### src/rtl/matram_port_arbiter.sv
// matram_port_arbiter
//   Shares the single MatRAM port between NUM_REQ lane controllers. Lanes are
//   granted round-robin. The burst addresses of the lane that owns the grant
//   are sequenced onto the port. A done pulse is returned on the final beat.
// Ports
//   i_clk, i_reset : clock (rising edge), synchronous active-high reset
//   i_req          : per-lane request level, held until done or abort
//   i_req_addr     : per-lane burst start address, lane i at [i*ADDR_W +: ADDR_W]
//   i_req_len      : per-lane burst length minus one, lane i at [i*LEN_W +: LEN_W]
//   i_req_we       : per-lane direction, 1 = write
//   o_gnt          : one-hot grant, high on every beat of the owner's burst
//   o_done         : one-cycle pulse to the owner on its final beat
//   o_ram_en       : MatRAM port enable
//   o_ram_we       : MatRAM write enable
//   o_ram_addr     : MatRAM address
//   o_busy         : high while a burst is in progress
module matram_port_arbiter #(
  parameter int NUM_REQ = 4,
  parameter int ADDR_W  = 10,
  parameter int LEN_W   = 4
) (
  input  logic                      i_clk,
  input  logic                      i_reset,
  input  logic [NUM_REQ-1:0]        i_req,
  input  logic [NUM_REQ*ADDR_W-1:0] i_req_addr,
  input  logic [NUM_REQ*LEN_W-1:0]  i_req_len,
  input  logic [NUM_REQ-1:0]        i_req_we,
  output logic [NUM_REQ-1:0]        o_gnt,
  output logic [NUM_REQ-1:0]        o_done,
  output logic                      o_ram_en,
  output logic                      o_ram_we,
  output logic [ADDR_W-1:0]         o_ram_addr,
  output logic                      o_busy
);

  localparam int          PTR_W = (NUM_REQ > 1) ? $clog2(NUM_REQ) : 1;
  localparam int unsigned NREQ  = NUM_REQ;

  typedef enum logic {S_IDLE, S_BURST} state_t;

  function automatic logic [PTR_W-1:0] wrap_idx(input logic [PTR_W-1:0] base,
                                                input int unsigned     step);
    int unsigned sum;
    sum = 32'(base) + step;
    if (sum >= NREQ) sum = sum - NREQ;
    return PTR_W'(sum);
  endfunction

  function automatic logic [NUM_REQ-1:0] onehot(input logic [PTR_W-1:0] idx);
    logic [NUM_REQ-1:0] v;
    v      = '0;
    v[idx] = 1'b1;
    return v;
  endfunction

  state_t              r_state;
  logic [PTR_W-1:0]    r_ptr;
  logic [PTR_W-1:0]    r_owner;
  logic [ADDR_W-1:0]   r_base;
  logic [LEN_W-1:0]    r_len;
  logic                r_we;
  logic [LEN_W-1:0]    r_beat;
  logic [NUM_REQ-1:0]  r_gnt;
  logic [NUM_REQ-1:0]  r_done;
  logic                r_ram_en;
  logic                r_ram_we;
  logic [ADDR_W-1:0]   r_ram_addr;

  logic                w_found;
  logic [PTR_W-1:0]    w_sel;
  logic [ADDR_W-1:0]   w_sel_addr;
  logic [LEN_W-1:0]    w_sel_len;
  logic [LEN_W-1:0]    w_beat_inc;

  state_t              w_state_n;
  logic [PTR_W-1:0]    w_ptr_n;
  logic [PTR_W-1:0]    w_owner_n;
  logic [ADDR_W-1:0]   w_base_n;
  logic [LEN_W-1:0]    w_len_n;
  logic                w_we_n;
  logic [LEN_W-1:0]    w_beat_n;
  logic [NUM_REQ-1:0]  w_gnt_n;
  logic [NUM_REQ-1:0]  w_done_n;
  logic                w_ram_en_n;
  logic                w_ram_we_n;
  logic [ADDR_W-1:0]   w_ram_addr_n;

  // First requesting lane at or after the round-robin pointer.
  always_comb begin
    w_found = 1'b0;
    w_sel   = '0;
    for (int unsigned i = 0; i < NREQ; i++) begin
      if (!w_found && i_req[wrap_idx(r_ptr, i)]) begin
        w_found = 1'b1;
        w_sel   = wrap_idx(r_ptr, i);
      end
    end
  end

  assign w_sel_addr = i_req_addr[w_sel*ADDR_W +: ADDR_W];
  assign w_sel_len  = i_req_len[w_sel*LEN_W +: LEN_W];
  assign w_beat_inc = r_beat + 1'b1;

  // Outputs are computed one cycle ahead so that each beat is registered
  // together with the state that owns it; the grant edge therefore already
  // presents beat 0.
  always_comb begin
    w_state_n    = r_state;
    w_ptr_n      = r_ptr;
    w_owner_n    = r_owner;
    w_base_n     = r_base;
    w_len_n      = r_len;
    w_we_n       = r_we;
    w_beat_n     = r_beat;
    w_gnt_n      = '0;
    w_done_n     = '0;
    w_ram_en_n   = 1'b0;
    w_ram_we_n   = 1'b0;
    w_ram_addr_n = '0;
    case (r_state)
      S_IDLE: begin
        if (w_found) begin
          w_state_n    = S_BURST;
          w_owner_n    = w_sel;
          w_base_n     = w_sel_addr;
          w_len_n      = w_sel_len;
          w_we_n       = i_req_we[w_sel];
          w_beat_n     = '0;
          w_ptr_n      = wrap_idx(w_sel, 1);
          w_gnt_n      = onehot(w_sel);
          w_ram_en_n   = 1'b1;
          w_ram_we_n   = i_req_we[w_sel];
          w_ram_addr_n = w_sel_addr;
          if (w_sel_len == '0) w_done_n = onehot(w_sel);
        end
      end
      S_BURST: begin
        // Abort or final beat shown this cycle: drop back to IDLE outputs.
        if (!i_req[r_owner] || (r_beat == r_len)) begin
          w_state_n = S_IDLE;
        end else begin
          w_beat_n     = w_beat_inc;
          w_gnt_n      = onehot(r_owner);
          w_ram_en_n   = 1'b1;
          w_ram_we_n   = r_we;
          w_ram_addr_n = r_base + ADDR_W'(w_beat_inc);
          if (w_beat_inc == r_len) w_done_n = onehot(r_owner);
        end
      end
      default: w_state_n = S_IDLE;
    endcase
  end

  always_ff @(posedge i_clk) begin
    if (i_reset) begin
      r_state    <= S_IDLE;
      r_ptr      <= '0;
      r_owner    <= '0;
      r_base     <= '0;
      r_len      <= '0;
      r_we       <= 1'b0;
      r_beat     <= '0;
      r_gnt      <= '0;
      r_done     <= '0;
      r_ram_en   <= 1'b0;
      r_ram_we   <= 1'b0;
      r_ram_addr <= '0;
    end else begin
      r_state    <= w_state_n;
      r_ptr      <= w_ptr_n;
      r_owner    <= w_owner_n;
      r_base     <= w_base_n;
      r_len      <= w_len_n;
      r_we       <= w_we_n;
      r_beat     <= w_beat_n;
      r_gnt      <= w_gnt_n;
      r_done     <= w_done_n;
      r_ram_en   <= w_ram_en_n;
      r_ram_we   <= w_ram_we_n;
      r_ram_addr <= w_ram_addr_n;
    end
  end

  assign o_gnt      = r_gnt;
  assign o_done     = r_done;
  assign o_ram_en   = r_ram_en;
  assign o_ram_we   = r_ram_we;
  assign o_ram_addr = r_ram_addr;
  assign o_busy     = (r_state == S_BURST);

endmodule
### config.mk
export PLATFORM = sky130hd
export DESIGN_NAME = matram_port_arbiter
export DESIGN_NICKNAME = d
export VERILOG_FILES = /design/src/rtl/matram_port_arbiter.sv
export SDC_FILE = /design/constraint.sdc
export NUM_CORES = 1
export LEC_CHECK = 0
export ABC_AREA = 1
export CAP_MARGIN = 25
export CORE_UTILIZATION = 40
export CTS_CLUSTER_SIZE = 40
export DETAILED_ROUTE_END_ITERATION = 8
export GPL_TIMING_DRIVEN = 0
export PLACE_DENSITY = 0.69
export SLEW_MARGIN = 20
export SYNTH_ARGS = -nofsm -noshare
export SYNTH_HDL_FRONTEND = slang
export SYNTH_SLANG_ARGS = --single-unit
export TNS_END_PERCENT = 10
### constraint.sdc
create_clock -name i_clk -period 6.2 [get_ports i_clk]
set_input_delay 1.24 -clock i_clk [delete_from_list [all_inputs] [get_ports i_clk]]
set_output_delay 1.24 -clock i_clk [all_outputs]
set_load 0.01 [all_outputs]
==> After elaboration in Yosys (flattened, before gate mapping) <==
Index checks and enable logic that the tools add are counted.
W data, S select, Z words.
{ "word_totals": {"register_bits": 43, "input_bits": 66, "out_inout_bits": 21, "elab_cells": 105} }
{ "classes": {"n_addsub": 11, "mul": 1, "magnitude_cmp": 13, "eq_ne": 4, "n_shift": 2, "muxes": 49, "bitwise_logic": 1, "reduce_logical": 13} }
{ "op_table": {"columns": ["operator", "n"], "rows": [
  ["$shiftx A40 B7 Y10", 1],
  ["$mux W4", 8],
  ["$pmux W4 S2", 3],
  ["$mux W10", 2],
  ["$pmux W10 S2", 1],
  ["$lt A2 B3 Y1 const B", 6],
  ["$mux W2", 9],
  ["$mux W1", 16],
  ["$shiftx A16 B5 Y4", 1],
  ["$bmux W1 S2", 6],
  ["$ge A3 B3 Y1 const B", 4],
  ["$add A10 B4 Y10", 1],
  ["$sub A2 B1 Y2 const B", 5],
  ["$eq A4 B4 Y1", 2],
  ["$add A2 B1 Y3 const B", 2],
  ["$add A2 B2 Y3 const B", 2],
  ["$logic_and A1 B1 Y1", 5],
  ["$mul A2 B3 Y5 const B", 1],
  ["$add A4 B1 Y4 const B", 1],
  ["$demux W1 S2", 2],
  ["$ge A2 B1 Y1 const B", 2],
  ["$logic_not A1 Y1", 4],
  ["$logic_not A4 Y1", 1],
  ["$ne A2 B2 Y1 const B", 2],
  ["5 further kinds", 7]
]} }

==> Depth between registers and ports, before layout <==
Gate-level depths: netlist of the first run.
{ "logic_depth": {"depth_word": 21, "depth_mapped": 18, "depth_no_buf": 16} }

==> Worst setup path before layout of the first run <==
No wires, ideal clock.
{ "synth_timing": {"path_kind": "input to register", "from": "input i_req[3]", "to": "register r_ptr[1]", "setup_ns": 0.127, "arrival_time_ns": 2.645, "required_time_ns": 6.073, "path_slack_ns": 3.428, "path_stages": 13, "path_buffers": 1, "cell_sequence": "inv_1 nand2_1 nand3_1 nand2_2 inv_1 nand2_1 nand2_4 inv_1 nor2_4 buf_4 ha_1 o21ai_0 a21oi_1"} }
{ "synth_via": {"elab_chain_cells": 15, "elab_cells_between_ends": 27, "cone_classes": "2 x add/sub; 1 x order compare; 17 x mux; 7 x reduce/logical"} }
{ "synth_lines": {"columns": ["item", "line_no", "text"], "rows": [
  ["start, declared", "24", "input logic [NUM_REQ-1:0] i_req,"],
  ["$bmux W1 S2", "93", "if (!w_found && i_req[wrap_idx(r_ptr, i)]) begin"],
  ["$mux W1 (not written as such)", "93", null],
  ["$mux W1", "93", null],
  ["$logic_not A1 Y1", "93", null],
  ["$logic_and A1 B1 Y1", "93", null],
  ["$mux W1", "93", null],
  ["$logic_not A1 Y1", "93", null],
  ["$logic_and A1 B1 Y1", "93", null],
  ["$mux W1", "93", null],
  ["$logic_not A1 Y1", "93", null],
  ["$logic_and A1 B1 Y1", "93", null],
  ["$mux W2 (*)", "93", null],
  ["net w_sel[0]", "70", "logic [PTR_W-1:0] w_sel;"],
  ["$add A2 B1 Y3 (*)", "44", "sum = 32'(base) + step;"],
  ["$ge A3 B3 Y1 / $sub A2 B1 Y2 (equally long branches)", "45", "if (sum >= NREQ) sum = sum - NREQ;"],
  ["$mux W2 (*)", "45", null],
  ["end signal, assigned", "170", "r_ptr <= w_ptr_n;"],
  ["end, declared", "57", "logic [PTR_W-1:0] r_ptr;"]
]} }
The timed path passes the listed nets; every way through them passes the cells marked *. The select of a mux whose other input is x is not followed.
A chain may end at the register's enable or synchronous reset.

==> Worst setup path after layout of the first run <==
Same ends and word-level chain as after synthesis.

==> results by group, run 1 <==
Hold path
  – Hold path cells: 2
  – Hold Path Class: reg2reg

Global route
  – Initial antenna violation count: 0
  – Overflow after GRT: 0
  – First-pass GRT wire length: 12800 µm
  – Vias in the first global route: 2788
  – Grt met3 use: 4.05%
  – Gr usage total: 21.2%
  – Largest net degree at the start of global routing: 13
  – Met1 usage: 28.6%
  – Met2 Usage GRT: 34.6%
  – Top Usage Layer GRT: met2

Synth
  – Largest area contributor in the netlist: dfxtp_1
  – Synth warn: 0
  – Synth area leaders: dfxtp_1 (29%), nand2_1 (17%), inv_1 (9.0%)
  – Post-synth EDFFs: 0
  – Synthesis-stage register bit count: 43
  – Synth top area share: 29.0%
  – Asr flop ratio synth: 0%
  – Net Count, Synth: 526
  – Mapped Area: 2960 µm²
  – Synth Flop Type: dfxtp_1
  – Post-synthesis sequential area ratio: 29.0%
  – Post-Syn Instances: 450
  – Netlist cell types: 37
  – Syn_area_per_cell: 6.59 µm²

Floorplanning
  – Die area: 7760 µm²
  – Row cnt: 31
  – Die Wd: 88.1 µm
  – Core Footprint: 7210 µm²
  – Io pins: 87
  – Initial Util: 41.1%
  – Die Height: 88.1 µm

CTS
  – PostCTS Resize Cnt: 0
  – CTS H-tree depth: 2
  – CTS root buf: clkbuf_8
  – Cts-stage hold buffer count: 0
  – CTS Buf Count: 5
  – Worst-path clk slew: 0.08 ns
  – Post-CTS Setup Bufs: 0
  – Worst skew pair latency: 0.29 ns
  – CTS sink count: 43
  – Max clock buf depth: 2
  – CTS tree: done

STA
  – Final Cycle Share: 53.6%
  – Fmax: 0.301 GHz
  – Fin. max-slew vios: 0
  – Period minus WS final: 3.32 ns
  – Final worst slack: 2.88 ns
  – # setup viols final: 0
  – Slew @ Worst Pin: 0.696 ns
  – Setup Total Neg Slack: 0 ns
  – Setup Skew: 0.00473 ns
  – Max_slew headroom: 53.2%
  – RSZ-0062 raised after global routing: no
  – Fin. Hold Viols: 0

Drt
  – Via density: 4.79
  – 1st-iter DRT viols: 168
  – Total number of vias: 3073
  – Antenna viol nets, final: 0
  – Routed len/inst: 12.5 µm
  – Drt drc: 0
  – WL final: 8050 µm
  – First-pass iteration count of the detailed router: 4

Place
  – Dpl ws: 2.61 ns
  – DP HPWL: 6210 µm
  – Final Wtd Congestion: 0.847
  – Placed cell areas: 3950 µm²
  – Port-buffer cells: 86

Worst setup path
  – Type of origin of the critical path: input pin
  – CP required: 6.37 ns
  – Arrival @ worst endpoint: 3.50 ns
  – Kind of critical path: in2reg
  – Delay-heaviest family, CP: buffers and inverters
  – Cells on worst reg2reg path: 12
  – Buf/Inv on CP: 4
  – Crit path max-delay cell type: clkdlybuf4s50_1
  – CP cell instances: clkdlybuf4s50_1 -> inv_1 -> nand2_1 -> nand3_1 -> nand2_2 -> inv_1 -> nand3_2 -> nand2_1 -> nor2_4 -> buf_4 -> ha_1 -> o21ai_0 -> a21oi_1
  – Critical Path Sink Type: flop
  – Stages on the worst setup path: 13
  – Crit-path max cell delay: 0.51 ns
  – Critical path peak fanout: 11

Pwr
  – Power Dens Cells: 513 nW/µm²
  – Static Leakage: 1.95 nW
  – VDD IR max: 339 µV

Finish
  – N_diodes: 0
  – Design Area, Final: 4050 µm²
  – P&R area growth vs syn: 36.7%
  – Nets@finish: 619
  – Most common cell after layout, fill and taps aside: nand2_1
  – Layout cells sized above 1: 8.29%
  – Most frequent cells in the layout: nand2_1 (135), clkdlybuf4s50_1 (86), inv_1 (71)

Outcome
  – Outcome: complete, no violations

Flow run
  – Total of max-cap violations: 0
-- where the power goes --
group	switching, mW	internal (mW)	total [mW]	leakage (nW)
combinational	0.911	0.538	1.45	1.54
clock	0.0964	0.118	0.215	0.0513
sequential	0.0485	0.365	0.414	0.354
-- stage by stage --
step           utilization [%]  total power, mW  hold slack (ns)  cells
2_1_floorplan                -             1.45            0.472    450
3_3_place_gp              54.7             1.83            0.489    635
3_5_place_dp              54.7             1.85            0.504    635
4_1_cts                   56.2             2.07            0.517    642
5_1_grt                   56.2             2.25            0.539    642
6_report                  56.2             2.08            0.516    642
-- cells in the mapped netlist (2+ instances only) --
| cell type | number |
|---|---|
| o21ai_0 | 12 |
| nor2_2 | 4 |
| xor2_1 | 3 |
| nand3_1 | 39 |
| a22oi_1 | 2 |
| o211ai_2 | 4 |
| nor2_1 | 19 |
| xnor2_1 | 8 |
| nand4_1 | 9 |
| nand2_1 | 135 |
| inv_1 | 71 |
| nor2_4 | 2 |
| nand2_2 | 8 |
| or2_1 | 2 |
| a21oi_1 | 18 |
| ha_1 | 9 |
| inv_2 | 4 |
| dfxtp_1 | 43 |
| nand3_4 | 2 |
| buf_4 | 3 |
| buf_6 | 3 |
| or2_0 | 8 |
| buf_2 | 3 |
| o211ai_1 | 18 |
| a211oi_1 | 3 |
| clkbuf_1 | 6 |
| nand2_4 | 2 |
-- routing by layer --
metal	part of all wire, %	wire length [µm]
met5	0	0
met4	1.1	91
met3	4.2	340
met2	47	3740
met1	48	3870
-- registers in the layout (all words and copies together), names as in the netlist --
name	count
o_gnt	4
o_ram_we	1
r_beat	4
r_we	1
r_base	10
o_ram_addr	10
r_ptr	2
o_done	4
o_ram_en	1
r_owner	2
r_len	4
-- worst reg2reg max path: cells and delay by family (launching register included) --
kind / cells / cell delay, ns
AO/OA/AOI/OAI: 2 / 0.39
flip-flops: 1 / 0.36
AND/OR/NAND/NOR: 6 / 0.79
buffers and inverters: 2 / 0.16
adder cells (fa/ha/maj): 2 / 0.81
-- logic make-up after synthesis --
family,Yosys count,synth area share (%)
simple gates,235,36.9
fa+ha+maj,10,4.47
xor+xnor,11,3.25
compound gates,59,13.1
flops,43,29.0
buf+inv,92,13.2
-- layout make-up --
| type | count | area, µm² |
|---|---|---|
| fillers | 695 | 3160 |
| multi-input cells | 315 | 1710 |
| flip-flops and latches | 43 | 861 |
| repair buffers | 86 | 861 |
| inverters | 77 | 297 |
| well taps | 99 | 124 |
| plain buffers | 15 | 93.8 |
| clock buffers | 6 | 72.6 |
| clock inverters | 1 | 30.0 |
-- worst paths after layout --
path	start	to	slack [ns]
worst max-delay path	i_req[3]	r_ptr[1]	2.88
worst min-delay path	r_base[7]	r_base[7]	0.52
worst max register to register	r_beat[1]	o_ram_addr[8]	3.65
worst min register to register	r_base[7]	r_base[7]	0.52
No activity file was read; power rests on OpenSTA's default activity.
==> run 2: changes to the inputs <==
--- a/config.mk
+++ b/config.mk
@@ -11,7 +11,7 @@
 export CTS_CLUSTER_SIZE = 40
 export DETAILED_ROUTE_END_ITERATION = 8
 export GPL_TIMING_DRIVEN = 0
-export PLACE_DENSITY = 0.69
+export PLACE_DENSITY = 0.72
 export SLEW_MARGIN = 20
 export SYNTH_ARGS = -nofsm -noshare
 export SYNTH_HDL_FRONTEND = slang
==> constraint.sdc (replaced) <==
create_clock -name i_clk -period 2.68 [get_ports i_clk]
set_input_delay 0.536 -clock i_clk [delete_from_list [all_inputs] [get_ports i_clk]]
set_output_delay 0.536 -clock i_clk [all_outputs]
set_load 0.01 [all_outputs]
==> results by group, run 2 (synthesis results as in run 1) <==
Outcome
  – Outcome: complete, no violations

Worst setup path
  – Reg2reg end: o_ram_addr[8]
  – Arrival @ worst endpoint: 2.70 ns
  – Stages on the worst setup path: 13
  – Type of origin of the critical path: input pin
  – CP required: 2.86 ns
  – Cells on worst reg2reg path: 13
  – CP startpoint: i_req[2]
  – CP cell instances: clkdlybuf4s50_1 -> inv_1 -> nand2_2 -> nand3_1 -> nand2_2 -> inv_1 -> nand3_2 -> nand2_1 -> nor2_4 -> buf_8 -> ha_1 -> o21ai_0 -> a21oi_1
  – Crit-path max cell delay: 0.52 ns
  – Critical path peak fanout: 11
  – Reg2reg start: r_beat[1]
  – Buf/Inv on CP: 4
  – Kind of critical path: in2reg
  – Delay-heaviest family, CP: buffers and inverters
  – Critical Path Sink Type: flop
  – CP Capture Point: r_ptr[1]
  – Crit path max-delay cell type: clkdlybuf4s50_1
  – Worst reg-to-reg setup slack: 0.25 ns

Place
  – Port-buffer cells: 86
  – Final Wtd Congestion: 0.868
  – Inst Count DP: 635
  – DP HPWL: 6280 µm
  – Placed cell areas: 3950 µm²

CTS
  – CTS sink count: 43
  – Worst-path clk slew: 0.08 ns
  – CTS H-tree depth: 2
  – CTS Buf Count: 5
  – Post-CTS Setup Bufs: 0
  – PostCTS Resize Cnt: 0
  – Cts-stage hold buffer count: 0
  – Max clock buf depth: 2
  – Worst skew pair latency: 0.31 ns
  – CTS tree: done
  – CTS root buf: clkbuf_8

Pwr
  – Int Pwr: 2.39 mW
  – Static Leakage: 1.95 nW
  – VDD IR max: 548 µV
  – Flop pwr share: 19.9%
  – Switching part of the total: 50.6%
  – Power Dens Cells: 1190 nW/µm²
  – Gate power share: 69.7%
  – Clock Power Share: 10.3%
  – Tot Pwr: 4.85 mW
  – Sw Pwr: 2.45 mW

STA
  – Fmax: 0.397 GHz
  – Setup Total Neg Slack: 0 ns
  – # setup viols final: 0
  – Fin. Hold Viols: 0
  – Max_slew headroom: 57.9%
  – Slew @ Worst Pin: 0.625 ns
  – Final Cycle Share: 94.0%
  – RSZ-0062 raised after global routing: yes
  – Setup Skew: 0.0138 ns
  – Period minus WS final: 2.52 ns
  – Fin. max-slew vios: 0

Drt
  – 1st-iter DRT viols: 169
  – Total number of vias: 3160
  – Antenna viol nets, final: 0
  – Top routing layer used: met4
  – First-pass iteration count of the detailed router: 5
  – Routed length on met3: 329 µm
  – Via density: 4.92
  – Routed len/inst: 12.6 µm
  – WL final: 8100 µm
  – Met1 wire length: 3760 µm
  – Drt drc: 0
  – DR WL met2: 3830 µm

Finish
  – Multi-input logic area: 1730 µm²
  – Layout cells sized above 1: 8.84%
  – P&R area growth vs syn: 37.7%
  – Most frequent cells in the layout: nand2_1 (135), clkdlybuf4s50_1 (86), inv_1 (71)
  – Filler cells: 719
  – Nets@finish: 619
  – Most common cell after layout, fill and taps aside: nand2_1
  – Design Area, Final: 4080 µm²
  – N_diodes: 0
  – FF+latch area: 862 µm²
  – Final cell count without fillers: 642

Floorplanning
  – Row cnt: 31
  – Die Height: 88.1 µm
  – Initial Util: 41.1%
  – Io pins: 87
  – Core Footprint: 7210 µm²
  – Die Wd: 88.1 µm
  – Die area: 7760 µm²

Global route
  – First-pass GRT wire length: 13400 µm
  – Largest net degree at the start of global routing: 13
  – Overflow after GRT: 0
  – Gr usage total: 22.3%
  – Initial antenna violation count: 0
  – Vias in the first global route: 2906

Flow run
  – Total of max-cap violations: 0

Hold path
  – Hold Path Class: reg2reg
[run 2: layout make-up]
cell class	instances	share of cell area [%]
clock inverter	1	0.736
sequential	43	21.1
buffer	15	2.48
inverter	77	7.27
clock buffer	6	1.78
timing repair buffer	86	21.1
multi-input combinational	315	42.5
tap	99	3.03
[run 2: per-layer routing]
layer / vias up / GRT usage, %
met5: - / 0
li1: 1615 / -
met4: 0 / 8.36
met1: 1438 / 29.0
met3: 19 / 3.30
met2: 88 / 37.3
[run 2: worst reg2reg max path: stages (launching register included)]
cell and delay, ns:
dfxtp_1 0.43, nand3_1 0.18, xnor2_1 0.18, ha_1 0.36
nand2_1 0.07, o211a_1 0.22, or2_2 0.31, nor2_1 0.13
nand2_1 0.08, o21ai_0 0.14, nand3_1 0.09, nand3_1 0.09
nand2_1 0.05, inv_1 0.07
[run 2: worst min path at each step]
stage                     from          to  slack [ns]  depth (start not counted)
global route         r_beat[3]   r_beat[3]        0.54                          2
finish               r_beat[3]   r_beat[3]        0.51                          2
global placement     r_beat[3]   r_beat[3]        0.49                          2
floorplan            r_base[7]   r_base[7]        0.47                          2
CTS                  r_beat[3]   r_beat[3]        0.52                          2
detailed placement  r_owner[1]  r_owner[1]        0.51                          2
[run 2: per-stage QoR]
step           utilization (%)  hold slack [ns]  worst slack [ns]
2_1_floorplan                -            0.472             0.414
3_3_place_gp              54.7            0.491            -0.166
3_5_place_dp              54.7            0.505            -0.193
4_1_cts                   56.2            0.516             0.105
5_1_grt                   56.6            0.539           -0.0325
6_report                  56.6            0.513             0.160
[run 2: power by group through the flow]
stage	Sequential, mW	Combinational, mW	Clock [mW]
floorplan	0.990	2.37	0
global placement	0.972	3.27	0
detailed placement	0.976	3.32	0
CTS	0.962	3.34	0.501
global route	0.986	3.81	0.525
finish	0.966	3.38	0.500
==> run 3: changes to the inputs <==
--- a/config.mk
+++ b/config.mk
@@ -7,8 +7,10 @@
 export LEC_CHECK = 0
 export ABC_AREA = 1
 export CAP_MARGIN = 25
+export CORE_MARGIN = 1
 export CORE_UTILIZATION = 40
-export CTS_CLUSTER_SIZE = 40
+export CTS_BUF_LIST = sky130_fd_sc_hd__clkbuf_16
+export CTS_CLUSTER_SIZE = 28
 export DETAILED_ROUTE_END_ITERATION = 8
 export GPL_TIMING_DRIVEN = 0
 export PLACE_DENSITY = 0.72
==> results by group, run 3 (synthesis results as in run 1) <==
Drt
  – Drt drc: 0
  – Antenna viol nets, final: 0
  – 1st-iter DRT viols: 150
  – Via density: 4.93
  – WL final: 8140 µm
  – Routed len/inst: 12.7 µm
  – Total number of vias: 3167
  – First-pass iteration count of the detailed router: 5

Worst setup path
  – CP startpoint: i_req[2]
  – Crit-path max cell delay: 0.51 ns
  – Type of origin of the critical path: input pin
  – Critical Path Sink Type: flop
  – CP cell instances: clkdlybuf4s50_1 -> inv_1 -> nand2_2 -> nand3_1 -> nand2_2 -> inv_1 -> nand3_4 -> nand2_1 -> nor2_4 -> buf_6 -> ha_1 -> o21ai_0 -> a21oi_1
  – CP required: 2.84 ns
  – Arrival @ worst endpoint: 2.69 ns
  – Reg2reg start: r_beat[1]
  – Critical path peak fanout: 11
  – Kind of critical path: in2reg
  – Crit path max-delay cell type: clkdlybuf4s50_1

Floorplanning
  – Die Wd: 88.1 µm
  – Initial Util: 41.1%
  – Die area: 7760 µm²
  – Core Footprint: 7210 µm²
  – Row cnt: 31
  – Io pins: 87
  – Die Height: 88.1 µm

Finish
  – P&R area growth vs syn: 40.3%
  – N_diodes: 0
  – Filler cells: 704
  – Layout Utilization: 57.6%
  – Most frequent cells in the layout: nand2_1 (135), clkdlybuf4s50_1 (86), inv_1 (72)
  – Most common cell after layout, fill and taps aside: nand2_1
  – Layout cells sized above 1: 9.01%
  – Nets@finish: 620

CTS
  – CTS H-tree depth: 2
  – CTS root buf: clkbuf_16
  – CTS sink count: 43
  – Worst skew pair latency: 0.29 ns
  – CTS tree: done
  – Max clock buf depth: 2
  – CTS Buf Count: 5
  – Cts-stage hold buffer count: 0
  – Worst-path clk slew: 0.06 ns

STA
  – Fin. max-slew vios: 0
  – # setup viols final: 0
  – Setup Skew: 0.00898 ns
  – Slew @ Worst Pin: 0.656 ns
  – Final Cycle Share: 94.4%
  – Fin. Hold Viols: 0
  – RSZ-0062 raised after global routing: yes
  – Period minus WS final: 2.53 ns
  – Fmax: 0.395 GHz
  – Max_slew headroom: 55.9%
  – Worst hold margin: 0.516 ns
  – Setup Total Neg Slack: 0 ns

Hold path
  – Hold path start: r_beat[3]
  – Hold Path Class: reg2reg

Outcome
  – Outcome: complete, no violations

Global route
  – Vias in the first global route: 2953
  – Initial antenna violation count: 0
  – Met1 usage: 29.5%
  – Grt met3 use: 3.58%
  – Largest net degree at the start of global routing: 13
  – Top Usage Layer GRT: met2
  – Overflow after GRT: 0
  – First-pass GRT wire length: 13600 µm
  – Met2 Usage GRT: 37.4%
  – Gr usage total: 22.5%

Pwr
  – Static Leakage: 1.99 nW
  – VDD IR max: 610 µV
  – Power Dens Cells: 1220 nW/µm²

Place
  – DP HPWL: 6280 µm
  – Final Wtd Congestion: 0.868
  – Port-buffer cells: 86

Flow run
  – Total of max-cap violations: 0
## run 3: worst paths after layout
| check | to | slack, ns | cells after the start |
|---|---|---|---|
| max | r_ptr[1] | 0.15 | 13 |
| min | r_beat[3] | 0.52 | 2 |
| max reg2reg | o_ram_addr[8] | 0.25 | 13 |
| min reg2reg | r_beat[3] | 0.52 | 2 |
## run 3: final cells by class
| cell class | count | area (µm²) | area share [%] |
|---|---|---|---|
| multi-input combinational | 315 | 1750 | 42.1 |
| timing repair buffer | 87 | 868 | 20.9 |
| sequential | 43 | 862 | 20.7 |
| inverter | 77 | 297 | 7.13 |
| clock buffer | 5 | 125 | 3.01 |
| tap | 99 | 124 | 2.98 |
| buffer | 15 | 97.6 | 2.35 |
| clock inverter | 2 | 33.8 | 0.812 |
## run 3: where the power goes
group / internal [mW] / total [mW] / switching [mW]
sequential: 0.847 / 0.966 / 0.119
combinational: 1.30 / 3.43 / 2.14
clock: 0.431 / 0.677 / 0.246
total: 2.57 / 5.08 / 2.50
## run 3: per-stage QoR
step	setup slack (ns)	instance area, µm²	instances	total power, mW
floorplan	0.414	2960	450	3.36
global placement	-0.166	3950	635	4.24
detailed placement	-0.193	3950	635	4.29
CTS	0.0838	4110	642	4.98
global route	-0.0408	4160	643	5.57
finish	0.149	4160	643	5.08
## run 3: timing repair
| item | 4_1_cts | 5_1_grt |
|---|---|---|
| setup endpoints to repair | 0 | 20 |
| gates resized for setup | 0 | 8 |
| buffers inserted | 0 | 1 |
## run 3: routing by layer
layer	wire [µm]	vias to the layer above
li1	-	1618
met1	3720	1452
met2	3880	86
met3	430	11
met4	112	0
met5	0	-
## run 3: worst max-delay path: cells and delay by family
kind | cells | cell delay [ns]
buffers and inverters | 4 | 0.89
adders and majority gates | 1 | 0.24
and+or+nand+nor | 6 | 0.78
AOI/OAI and AO/OA | 2 | 0.24
